## config.mk

```make
export PLATFORM = sky130hd
export DESIGN_NAME = quadrature_input_filter
export DESIGN_NICKNAME = d
export VERILOG_FILES = /design/src/rtl/quadrature_pkg.sv /design/src/rtl/glitch_filter.sv /design/src/rtl/quadrature_input_filter.sv
export SDC_FILE = /design/constraint.sdc
export NUM_CORES = 1
export LEC_CHECK = 0
export BUFFER_PORTS_ARGS = -buffer_cell sky130_fd_sc_hd__buf_2
export CAP_MARGIN = 40
export CORE_ASPECT_RATIO = 0.8
export CORE_MARGIN = 2
export CORE_UTILIZATION = 57
export CTS_CLUSTER_SIZE = 24
export DETAILED_ROUTE_END_ITERATION = 6
export PLACE_DENSITY = 0.79
export SLEW_MARGIN = 20
export SYNTH_ARGS = -nofsm -noshare
export SYNTH_HDL_FRONTEND = slang
export SYNTH_HIERARCHICAL = 1
export SYNTH_SLANG_ARGS = --single-unit
```

## constraint.sdc

```tcl
create_clock -name clk_12MHz -period 2.2 [get_ports clk_12MHz]
set_input_delay 0.11 -clock clk_12MHz [delete_from_list [all_inputs] [get_ports clk_12MHz]]
set_output_delay 0.11 -clock clk_12MHz [all_outputs]
set_load 0.1 [all_outputs]
```

## src/rtl/quadrature_pkg.sv

```systemverilog
// Shared encoder-front-end constants: default filter depth, error counter width
// and the helper that sizes the per-channel stability counters.
package quadrature_pkg;

  localparam int unsigned FILTER_LEN_DEF = 8;
  localparam int unsigned ERR_W_DEF      = 16;

  // ceil(log2(len+1)): bits needed to hold the values 0..len
  function automatic int unsigned cnt_width(input int unsigned len);
    return $clog2(len + 1);
  endfunction

endpackage

```

## src/rtl/glitch_filter.sv

```systemverilog
// One encoder channel: 2-flop synchronizer, then a stability counter that only
// lets the filtered level follow after FILTER_LEN consecutive differing cycles.
module glitch_filter
  import quadrature_pkg::*;
#(
  parameter int unsigned FILTER_LEN = FILTER_LEN_DEF
) (
  input  logic clk_12MHz,
  input  logic reset,
  input  logic raw,
  output logic filt,
  output logic toggle
);

  localparam int unsigned     CW   = cnt_width(FILTER_LEN);
  localparam logic [CW-1:0]   LAST = CW'(FILTER_LEN - 1);

  logic [1:0]    sync;
  logic [CW-1:0] cnt;

  // High on the cycle whose edge flips filt; the top uses it to see
  // simultaneous A/B changes without an extra register stage.
  assign toggle = (sync[1] != filt) && (cnt == LAST);

  always_ff @(posedge clk_12MHz or posedge reset) begin
    if (reset) begin
      sync <= '0;
      cnt  <= '0;
      filt <= 1'b0;
    end else begin
      sync <= {sync[0], raw};
      if ((sync[1] == filt) || toggle) cnt <= '0;
      else                             cnt <= cnt + 1'b1;
      if (toggle) filt <= ~filt;
    end
  end

endmodule

```

## src/rtl/quadrature_input_filter.sv

```systemverilog
// Quadrature encoder input conditioning: three glitch filters plus illegal
// A/B transition counting, index pulse generation and a post-reset mask.
module quadrature_input_filter
  import quadrature_pkg::*;
#(
  parameter int unsigned FILTER_LEN = FILTER_LEN_DEF,
  parameter int unsigned ERR_W      = ERR_W_DEF
) (
  input  logic             clk_12MHz,
  input  logic             reset,
  input  logic             A_raw,
  input  logic             B_raw,
  input  logic             I_raw,
  output logic             A,
  output logic             B,
  output logic             I,
  output logic             index_pulse,
  output logic [ERR_W-1:0] error_count,
  output logic             error_flag,
  input  logic             error_clear
);

  localparam int unsigned   MW        = cnt_width(FILTER_LEN + 2);
  localparam logic [MW-1:0] MASK_LOAD = MW'(FILTER_LEN + 2);

  logic          tog_a, tog_b, tog_i;
  logic [MW-1:0] mask_cnt;
  logic          masked;
  logic          illegal;
  logic          i_rise_q;

  glitch_filter #(.FILTER_LEN(FILTER_LEN)) u_filt_a (
    .clk_12MHz (clk_12MHz), .reset (reset), .raw (A_raw), .filt (A), .toggle (tog_a)
  );
  glitch_filter #(.FILTER_LEN(FILTER_LEN)) u_filt_b (
    .clk_12MHz (clk_12MHz), .reset (reset), .raw (B_raw), .filt (B), .toggle (tog_b)
  );
  glitch_filter #(.FILTER_LEN(FILTER_LEN)) u_filt_i (
    .clk_12MHz (clk_12MHz), .reset (reset), .raw (I_raw), .filt (I), .toggle (tog_i)
  );

  assign masked  = (mask_cnt != '0);
  assign illegal = tog_a && tog_b && !masked;

  always_ff @(posedge clk_12MHz or posedge reset) begin
    if (reset) mask_cnt <= MASK_LOAD;
    else if (masked) mask_cnt <= mask_cnt - 1'b1;
  end

  always_ff @(posedge clk_12MHz or posedge reset) begin
    if (reset) begin
      error_count <= '0;
      error_flag  <= 1'b0;
    end else if (error_clear) begin
      error_count <= '0;
      error_flag  <= 1'b0;
    end else if (illegal) begin
      error_flag <= 1'b1;
      if (error_count != '1) error_count <= error_count + 1'b1;
    end
  end

  // Rise is captured on the edge that sets I, so the pulse lands one cycle after I goes high.
  always_ff @(posedge clk_12MHz or posedge reset) begin
    if (reset) begin
      i_rise_q    <= 1'b0;
      index_pulse <= 1'b0;
    end else begin
      i_rise_q    <= tog_i && !I && !masked;
      index_pulse <= i_rise_q;
    end
  end

endmodule

```

After elaboration in Yosys (flattened, before gate mapping)
Index checks and enable logic that the tools add are counted.

Word-level logic and storage cells: 56. Flip-flop bits (word level): 44. Output and inout bits: 21.

Mux-type cells: 8. Add/subtract/negate cells: 5. Bitwise logic cells: 3. Reduce and logical (&&, ||, !) cells: 16. Equal/unequal tests: 10.

Operators by type and width (number): 16-bit 2-to-1 mux (3); 16-bit by 1-bit adder with 16-bit output (second input constant) (1); 16-bit inequality test (second input constant) (1); 4-bit by 1-bit adder with 4-bit output (second input constant) (3); 4-bit by 3-bit equality test with 1-bit output (second input constant) (3); 4-bit 2-to-1 mux (3); 1-bit logical AND (7); 2-bit nonzero test (2); 4-bit nonzero test (1); 4-bit by 1-bit subtractor with 4-bit output (second input constant) (1); 1-bit equality test (3); 1-bit logical OR (3); 1-bit inequality test (3); 1-bit NOT (3); 1-bit zero test (2); 1-bit 2-to-1 mux (2); 2-bit AND reduction (1).

Logic depth before layout (Yosys ltp)
Gate-level depths: netlist of run 1.

Word-level depth: 6. Mapped depth: 8. Mapped depth without buffers: 7.

Hierarchy
The synthesis of run 1 kept the hierarchy.

By module, submodules not included: quadrature_input_filter (area an instance 1251.2 um^2, cells an instance 131, instances 1, seq. area each 578.1 um^2); glitch_filter at u_filt_b ... (area an instance 294.0 um^2, cells an instance 22, instances 2, seq. area each 175.2 um^2); glitch_filter at u_filt_a (area an instance 301.5 um^2, cells an instance 21, instances 1, seq. area each 175.2 um^2).

Worst setup path after synthesis of run 1
No wires, ideal clock.

Kind: register -> register. From: reg u_filt_a.filt. To: reg error_count[14]. Setup time: 0.125 ns. Data required time: 2.075 ns. Period minus slack after synthesis: 2.503 ns. Cell stages (with the launch flop): 7. Arrival time: 2.378 ns. Slack: -0.303 ns. Cells stage by stage: dfrtp_1 -> xnor2_1 -> nor2_1 -> and2_0 -> nand4_1 -> nor4_1 -> mux2_2.

Cells in the longest elaborated chain, start to end: 6.

RTL lines: from (decl) (RTL line glitch_filter.sv:11) `output logic filt,`; from (signal assigned) (RTL line glitch_filter.sv:34) `if (toggle) filt <= ~filt;`; 1-bit inequality test (RTL line glitch_filter.sv:23) `assign toggle = (sync[1] != filt) && (cnt == LAST);`; 1-bit logical AND (RTL line glitch_filter.sv:23); net tog_a (RTL line quadrature_input_filter.sv:26) `logic tog_a, tog_b, tog_i;`; 1-bit logical AND (2 in series) (RTL line quadrature_input_filter.sv:43) `assign illegal = tog_a && tog_b && !masked;`; 2-bit nonzero test (no source line); 2-bit AND reduction (no source line); to (signal assigned) (RTL line quadrature_input_filter.sv:59) `if (error_count != '1) error_count <= error_count + 1'b1;`; to (decl) (RTL line quadrature_input_filter.sv:18) `output logic [ERR_W-1:0] error_count,`.

The timed path passes the listed nets, and every way through them passes these cells. A chain may end at the register's enable or synchronous reset.

Worst setup path in the final report of run 1
From: reg u_filt_a.cnt[0]. To: reg error_count[3].

Cells in the longest elaborated chain, start to end: 6.

RTL lines: from (decl) (RTL line glitch_filter.sv:19) `logic [CW-1:0] cnt;`; from (signal assigned) (RTL line glitch_filter.sv:33) `else cnt <= cnt + 1'b1;`; 4-bit by 3-bit equality test with 1-bit output (RTL line glitch_filter.sv:23); 1-bit logical AND (RTL line glitch_filter.sv:23); net tog_a (RTL line quadrature_input_filter.sv:26); 1-bit logical AND (2 in series) (RTL line quadrature_input_filter.sv:43); 2-bit nonzero test (no source line); 2-bit AND reduction (no source line).

The timed path passes the listed nets, and every way through them passes these cells.

==> results of run 1 <==
[cell usage after synthesis, drive strengths merged]
library cell  count
dfrtp            42
nor2             14
a21oi            12
nand4            10
inv               9
nand2             8
nor3              8
o31ai             8
nand3             7
or4               7
xnor2             7
and3              6
ha                5
mux2              5
o21ai             5
and4              4
buf               4
and4b             3
nand3b            3
nor3b             3
o211a             3
xor2              3
and3b             2
clkbuf            2
dfstp             2
mux2i             2
nand2b            2
nor2b             2
or3               2
a211oi            1
a21o              1
a31oi             1
and2              1
and4bb            1
nor4              1
[state kept, by name, summed over array words and instances, names as in the netlist, 2 cells and up]
signal         cells
u_filt_i/cnt       4
u_filt_b/cnt       4
error_count       16
mask_cnt           4
u_filt_b/sync      2
u_filt_i/sync      2
u_filt_a/cnt       4
u_filt_a/sync      2
[layer usage]
metal	GRT usage, %	up-vias	part of all wire (%)
met3	4.79	9	4.4
met2	34.2	55	47
met1	29.0	831	48
li1	-	792	-
met5	0	-	0
met4	6.61	0	1.1
[worst paths after layout]
| check | to | slack (ns) | cells past startpoint |
|---|---|---|---|
| worst max register to register | error_count[3] | 0.13 | 7 |
| worst max-delay path | error_count[3] | 0.13 | 7 |
| max in group asynchronous | mask_cnt[3] | 1.34 | 4 |
| min in group asynchronous | u_filt_a/cnt[2] | 0.34 | 3 |
| worst min register to register | u_filt_b/sync[1] | 0.35 | 0 |
| worst min-delay path | error_count[8] | 0.21 | 2 |
[power breakdown]
part           internal (mW)  leakage, nW  total (mW)  switching [mW]
Combinational          0.161        0.625       0.478           0.317
Sequential             0.905        0.568        1.02           0.111
Clock                  0.401       0.0645       0.668           0.267
Total                   1.47         1.26        2.16           0.696
[logic make-up after synthesis]
logic type	count (synthesis)	synth area share, %
flip-flops	44	51.5
XOR/XNOR	10	4.09
AND/OR/NAND/NOR	84	25.0
buffers and inverters	15	3.16
multiplexers	7	4.09
AO/OA/AOI/OAI	31	9.18
adder cells (fa/ha/maj)	5	2.92
[critical path, cell delays in order, from the launching register on]
cell and delay (ns):
dfrtp_1 0.41, ha_1 0.27, nand3b_4 0.11, nor2_1 0.10
and2_2 0.23, nand2_2 0.17, or4_1 0.55, a21oi_1 0.16
[cell type report]
| class | instances | area share, % |
|---|---|---|
| tap | 42 | 2.07 |
| clock buffer | 7 | 3.80 |
| timing repair buffer | 36 | 9.28 |
| multi-input combinational | 137 | 38.3 |
| clock inverter | 1 | 1.18 |
| inverter | 9 | 1.33 |
| sequential | 44 | 44.0 |
[timing repair]
action                                  4_1_cts  5_1_grt
endpoints found under the setup margin        4        8
setup buffers                                 0        1
hold buffers                                  4        0
gates resized for setup                       1        1
endpoints found under the hold margin        29        0
[per-stage QoR]
step,utilization [%],cells,hold WS (ns)
after floorplan,-,196,-0.0867
final,72.0,276,0.213
after global placement,66.3,262,0.0715
after global routing,72.0,276,0.224
after detailed placement,67.1,263,0.0820
after CTS,71.8,275,0.207
==> out/metrics.yaml, run 1 <==
sta:
  finalCritPeriodShare_pct: 94.2
  setup_tns_ns: 0
  max_freq_mhz: 482
  setup_viol: 0
  hold_viol: 0
  slew-limit-headroom_pct: 67.5
  tightest_slew_ns: 0.492
  finalWorstSetupSlack_ns: 0.127
  skew_ns: 0.00632
  fin_crit_ns: 2.07
  slew_viol_final: 0
yosys:
  synth_area_leader_cell: "dfrtp_1"
  synth_area_um2: 2140
  postSynthAreaPerCell_um2: 10.9
  synth_fp_nets: 207
  synthDistinctLibCells: 43
  ys_ff_latch: 44
  synth_warnings: 6
  ys_top_cells_by_area: "dfrtp_1 49%, ha_1 2.9%, xnor2_1 2.9%"
  synth_cells: 196
  synth.yosys.seq_area_share_pct: 51.5
  yosys.area.top_type_share_pct: 49.1
floorplan:
  die_height_um: 58.8
  dieArea_um2: 4270
  pin_count: 27
  start_util_pct: 60.8
  rows: 19
  core_area_um2: 3520
  die_width_um: 72.5
finish:
  mostFrequentLayoutCells: "32 x dfrtp_1, 26 x buf_2, 14 x nor2_1, 12 x a21oi_1, 10 x dfrtp_2"
  multiInputGateArea_um2: 971
  drive_gt1_share_pct: 27.8
  num_antenna_cells: 0
  finalNetCount: 244
  area_growth_pct: 18.4
  fin_area_um2: 2530
  final_common_cell: "dfrtp_1"
  nFillCells: 264
  regArea_um2: 1120
routing:
  wire_per_inst_um: 15.5
  drtPass1Iterations: 4
  drtAntennaViolNets: 0
  viasPerCell: 6.11
  first_iter_violations: 103
  route.detailed.drc: 0
  wl_mm: 4.28
  num_vias: 1687
flow_run:
  drv_cap: 0
grt:
  grt_max_degree: 21
  grt_pass1_wl_mm: 6.93
  grt_usage_pct: 21.2
  grt_antenna_before_repair: 0
  globalRoute.totalOverflow: 0
  grt_pass1_vias: 1524
pwr:
  ir_drop_v: 0.000536
  cellPowerDensity_nw_per_um2: 853
  finalPower_mw: 2.16
  cellLeakagePower_nw: 1.26
clock_network:
  cts.sinks: 44
  cts_htree_levels: 2
  tritoncts: "yes"
  cts_buffers: 5
  cts_root_buf: "clkbuf_8"
  clock_latency_ns: 0.29
  clk_path_buf_depth: 2
  path_clk_slew_ns: 0.08
worst_setup_path:
  crit_type: "reg2reg"
  critPathMaxFanout: 13
  crit_start: "u_filt_a/cnt[0]"
  cp.required_ns: 2.41
  reg2reg_from: "u_filt_a/cnt[0]"
  cp-start-kind: "flip-flop"
  crit_path_end_kind: "flip-flop"
  arrival_ns: 2.29
worst_hold_path:
  hold_path.class: "in2reg"
  hp-start: "error_clear"
placed_design:
  place.gp.congestion: 0.795
  io_buffers: 26
  dp_hpwl_mm: 2.99
  placed_cell_area_um2: 2360
  dp_slack_ns: 0.0135
status:
  status: "finished, final reports clean"
(Power assumes the default switching activity.)
==> inputs of run 2 (changes only) <==
--- a/config.mk
+++ b/config.mk
@@ -9,10 +9,10 @@
 export CAP_MARGIN = 40
 export CORE_ASPECT_RATIO = 0.8
 export CORE_MARGIN = 2
-export CORE_UTILIZATION = 57
+export CORE_UTILIZATION = 60
 export CTS_CLUSTER_SIZE = 24
 export DETAILED_ROUTE_END_ITERATION = 6
-export PLACE_DENSITY = 0.79
+export PLACE_DENSITY = 0.82
 export SLEW_MARGIN = 20
 export SYNTH_ARGS = -nofsm -noshare
 export SYNTH_HDL_FRONTEND = slang
==> constraint.sdc (replaced) <==
create_clock -name clk_12MHz -period 2.55 [get_ports clk_12MHz]
set_input_delay 0.1275 -clock clk_12MHz [delete_from_list [all_inputs] [get_ports clk_12MHz]]
set_output_delay 0.1275 -clock clk_12MHz [all_outputs]
set_load 0.1 [all_outputs]
==> out/metrics.yaml, run 2 (synthesized netlist as in run 1, its figures left out) <==
routing:
  drtPass1Iterations: 5  # +1
  viasPerCell: 6.13  # +0.34%
  first_iter_violations: 123  # +19%
  drtAntennaViolNets: 0  # unchanged
  wire_per_inst_um: 15.9  # +2.3%
  wl_mm: 4.30  # +0.42%
  route.detailed.drc: 0  # unchanged
  num_vias: 1662  # -1.5%
floorplan:
  die_height_um: 57.4  # -2.4%
  die_width_um: 70.8  # -2.4%
  pin_count: 27  # unchanged
  dieArea_um2: 4060  # -4.7%
  rows: 19  # unchanged
  start_util_pct: 62.5  # +1.7 points
  core_area_um2: 3420  # -2.7%
worst_setup_path:
  crit_type: "reg2reg"
  slowest_stage: "dfrtp_1"
  crit_buf_inv: 0  # unchanged
  crit_path_end_kind: "flip-flop"
  critPathMaxFanout: 6  # -7
  path_delay_family: "simple AND/OR/NAND/NOR gates"
  cp_slowest_stage_delay_ns: 0.42  # -0.13 ns
  cp-start-kind: "flip-flop"
  cp.required_ns: 2.74  # +0.33 ns
  arrival_ns: 2.50  # +0.21 ns
  path_cells: "ha_1 -> nand3b_1 -> nor2_1 -> and2_0 -> nand4_1 -> nor4_1 -> mux2_2"
sta:
  setup_tns_ns: 0  # unchanged
  rsz0062_at_grt: "false"
  whs_ns: 0.237  # +0.0240 ns
  slew-limit-headroom_pct: 68.4  # +0.91 points
  finalCritPeriodShare_pct: 90.6  # -3.6 points
  setup_viol: 0  # unchanged
  fin_crit_ns: 2.31  # +0.238 ns
  max_freq_mhz: 433  # -10%
  skew_ns: 0.00423  # -0.00209 ns
  slew_viol_final: 0  # unchanged
  tightest_slew_ns: 0.469  # -0.0220 ns
  hold_viol: 0  # unchanged
placed_design:
  place.gp.congestion: 0.886  # +11%
  io_buffers: 26  # unchanged
  dp_hpwl_mm: 3.04  # +1.8%
  placed_cell_area_um2: 2300  # -2.3%
clock_network:
  cts.sinks: 44  # unchanged
  cts_setup_buffers: 0  # unchanged
  cts_buffers: 5  # unchanged
  cts_htree_levels: 2  # unchanged
  clock_latency_ns: 0.30  # about the same
  cts_root_buf: "clkbuf_8"
  clk_path_buf_depth: 2  # unchanged
  path_clk_slew_ns: 0.08  # about the same
  tritoncts: "yes"
grt:
  grt_max_degree: 21  # unchanged
  grt_antenna_before_repair: 0  # unchanged
  grt_pass1_wl_mm: 7.30  # +5.4%
  globalRoute.totalOverflow: 0  # unchanged
  grt_usage_pct: 23.1  # +1.9 points
  grt_pass1_vias: 1609  # +5.6%
finish:
  num_antenna_cells: 0  # unchanged
  mostFrequentLayoutCells: "42 x dfrtp_1, 26 x buf_2, 14 x nor2_1, 12 x a21oi_1"
  final_common_cell: "dfrtp_1"
  area_growth_pct: 15.4
  drive_gt1_share_pct: 21.4  # -6.4 points
  largest_reg_flops: 16  # unchanged
  nFillCells: 254  # -3.8%
  finalNetCount: 239  # -2.0%
  fin_area_um2: 2470  # -2.5%
  largest-register: "error_count"
worst_hold_path:
  hold_path.class: "in2reg"
pwr:
  ir_drop_v: 0.000547  # +1.9%
  cellLeakagePower_nw: 1.25  # -1.0%
  cellPowerDensity_nw_per_um2: 755  # -11%
  finalPower_mw: 1.87  # -14%
flow_run:
  drv_cap: 0  # unchanged
status:
  status: "finished, final reports clean"
==> run 2: power by group <==
group / switching [mW] / internal [mW] / leakage [nW]
clock: 0.234 / 0.346 / 0.0645
combinational: 0.274 / 0.137 / 0.596
sequential: 0.0974 / 0.778 / 0.585
==> run 2: routing by layer <==
metal / GRT usage (%) / routed length, um
met1: 31.6 / 2020
met2: 36.7 / 2080
met3: 6.54 / 163
met4: 6.47 / 38
met5: 0 / 0
==> run 2: timing repair <==
item	CTS	global route
hold endpoints to repair	32	0
gates resized for setup	0	0
hold buffers	4	0
==> run 2: final timing paths <==
path,cells after the start,slack [ns],end,startpoint
setup / recovery,7,0.24,error_count[14],u_filt_b/cnt[0]
hold / removal,2,0.24,error_count[2],error_clear
setup reg to reg,7,0.24,error_count[14],u_filt_b/cnt[0]
hold reg to reg,0,0.37,u_filt_a/sync[1],u_filt_a/sync[0]
max in group asynchronous,4,1.64,mask_cnt[3],reset
min in group asynchronous,3,0.32,u_filt_a/filt,reset
==> run 2: worst register-to-register path: stages, from the launching register on <==
cell	delay, ns
dfrtp_1	0.42
ha_1	0.26
nand3b_1	0.12
nor2_1	0.12
and2_0	0.34
nand4_1	0.19
nor4_1	0.38
mux2_2	0.38
==> run 2: per-stage QoR <==
stage | setup slack [ns] | util [%] | cells
global route | 0.0565 | 72.2 | 271
CTS | 0.244 | 72.2 | 271
detailed placement | 0.327 | 67.3 | 259
floorplan | 0.0471 | - | 196
finish | 0.239 | 72.2 | 271
global placement | 0.455 | 66.9 | 258
==> run 2: area by class of cell <==
type	count	area (um2)	share of cell area (%)
clock buffers	7	96.3	3.90
clock inverters	1	30.0	1.22
inverters	9	33.8	1.37
multi-input cells	137	970	39.2
flip-flops and latches	44	1100	44.7
well taps	42	52.6	2.13
repair buffers	31	185	7.49
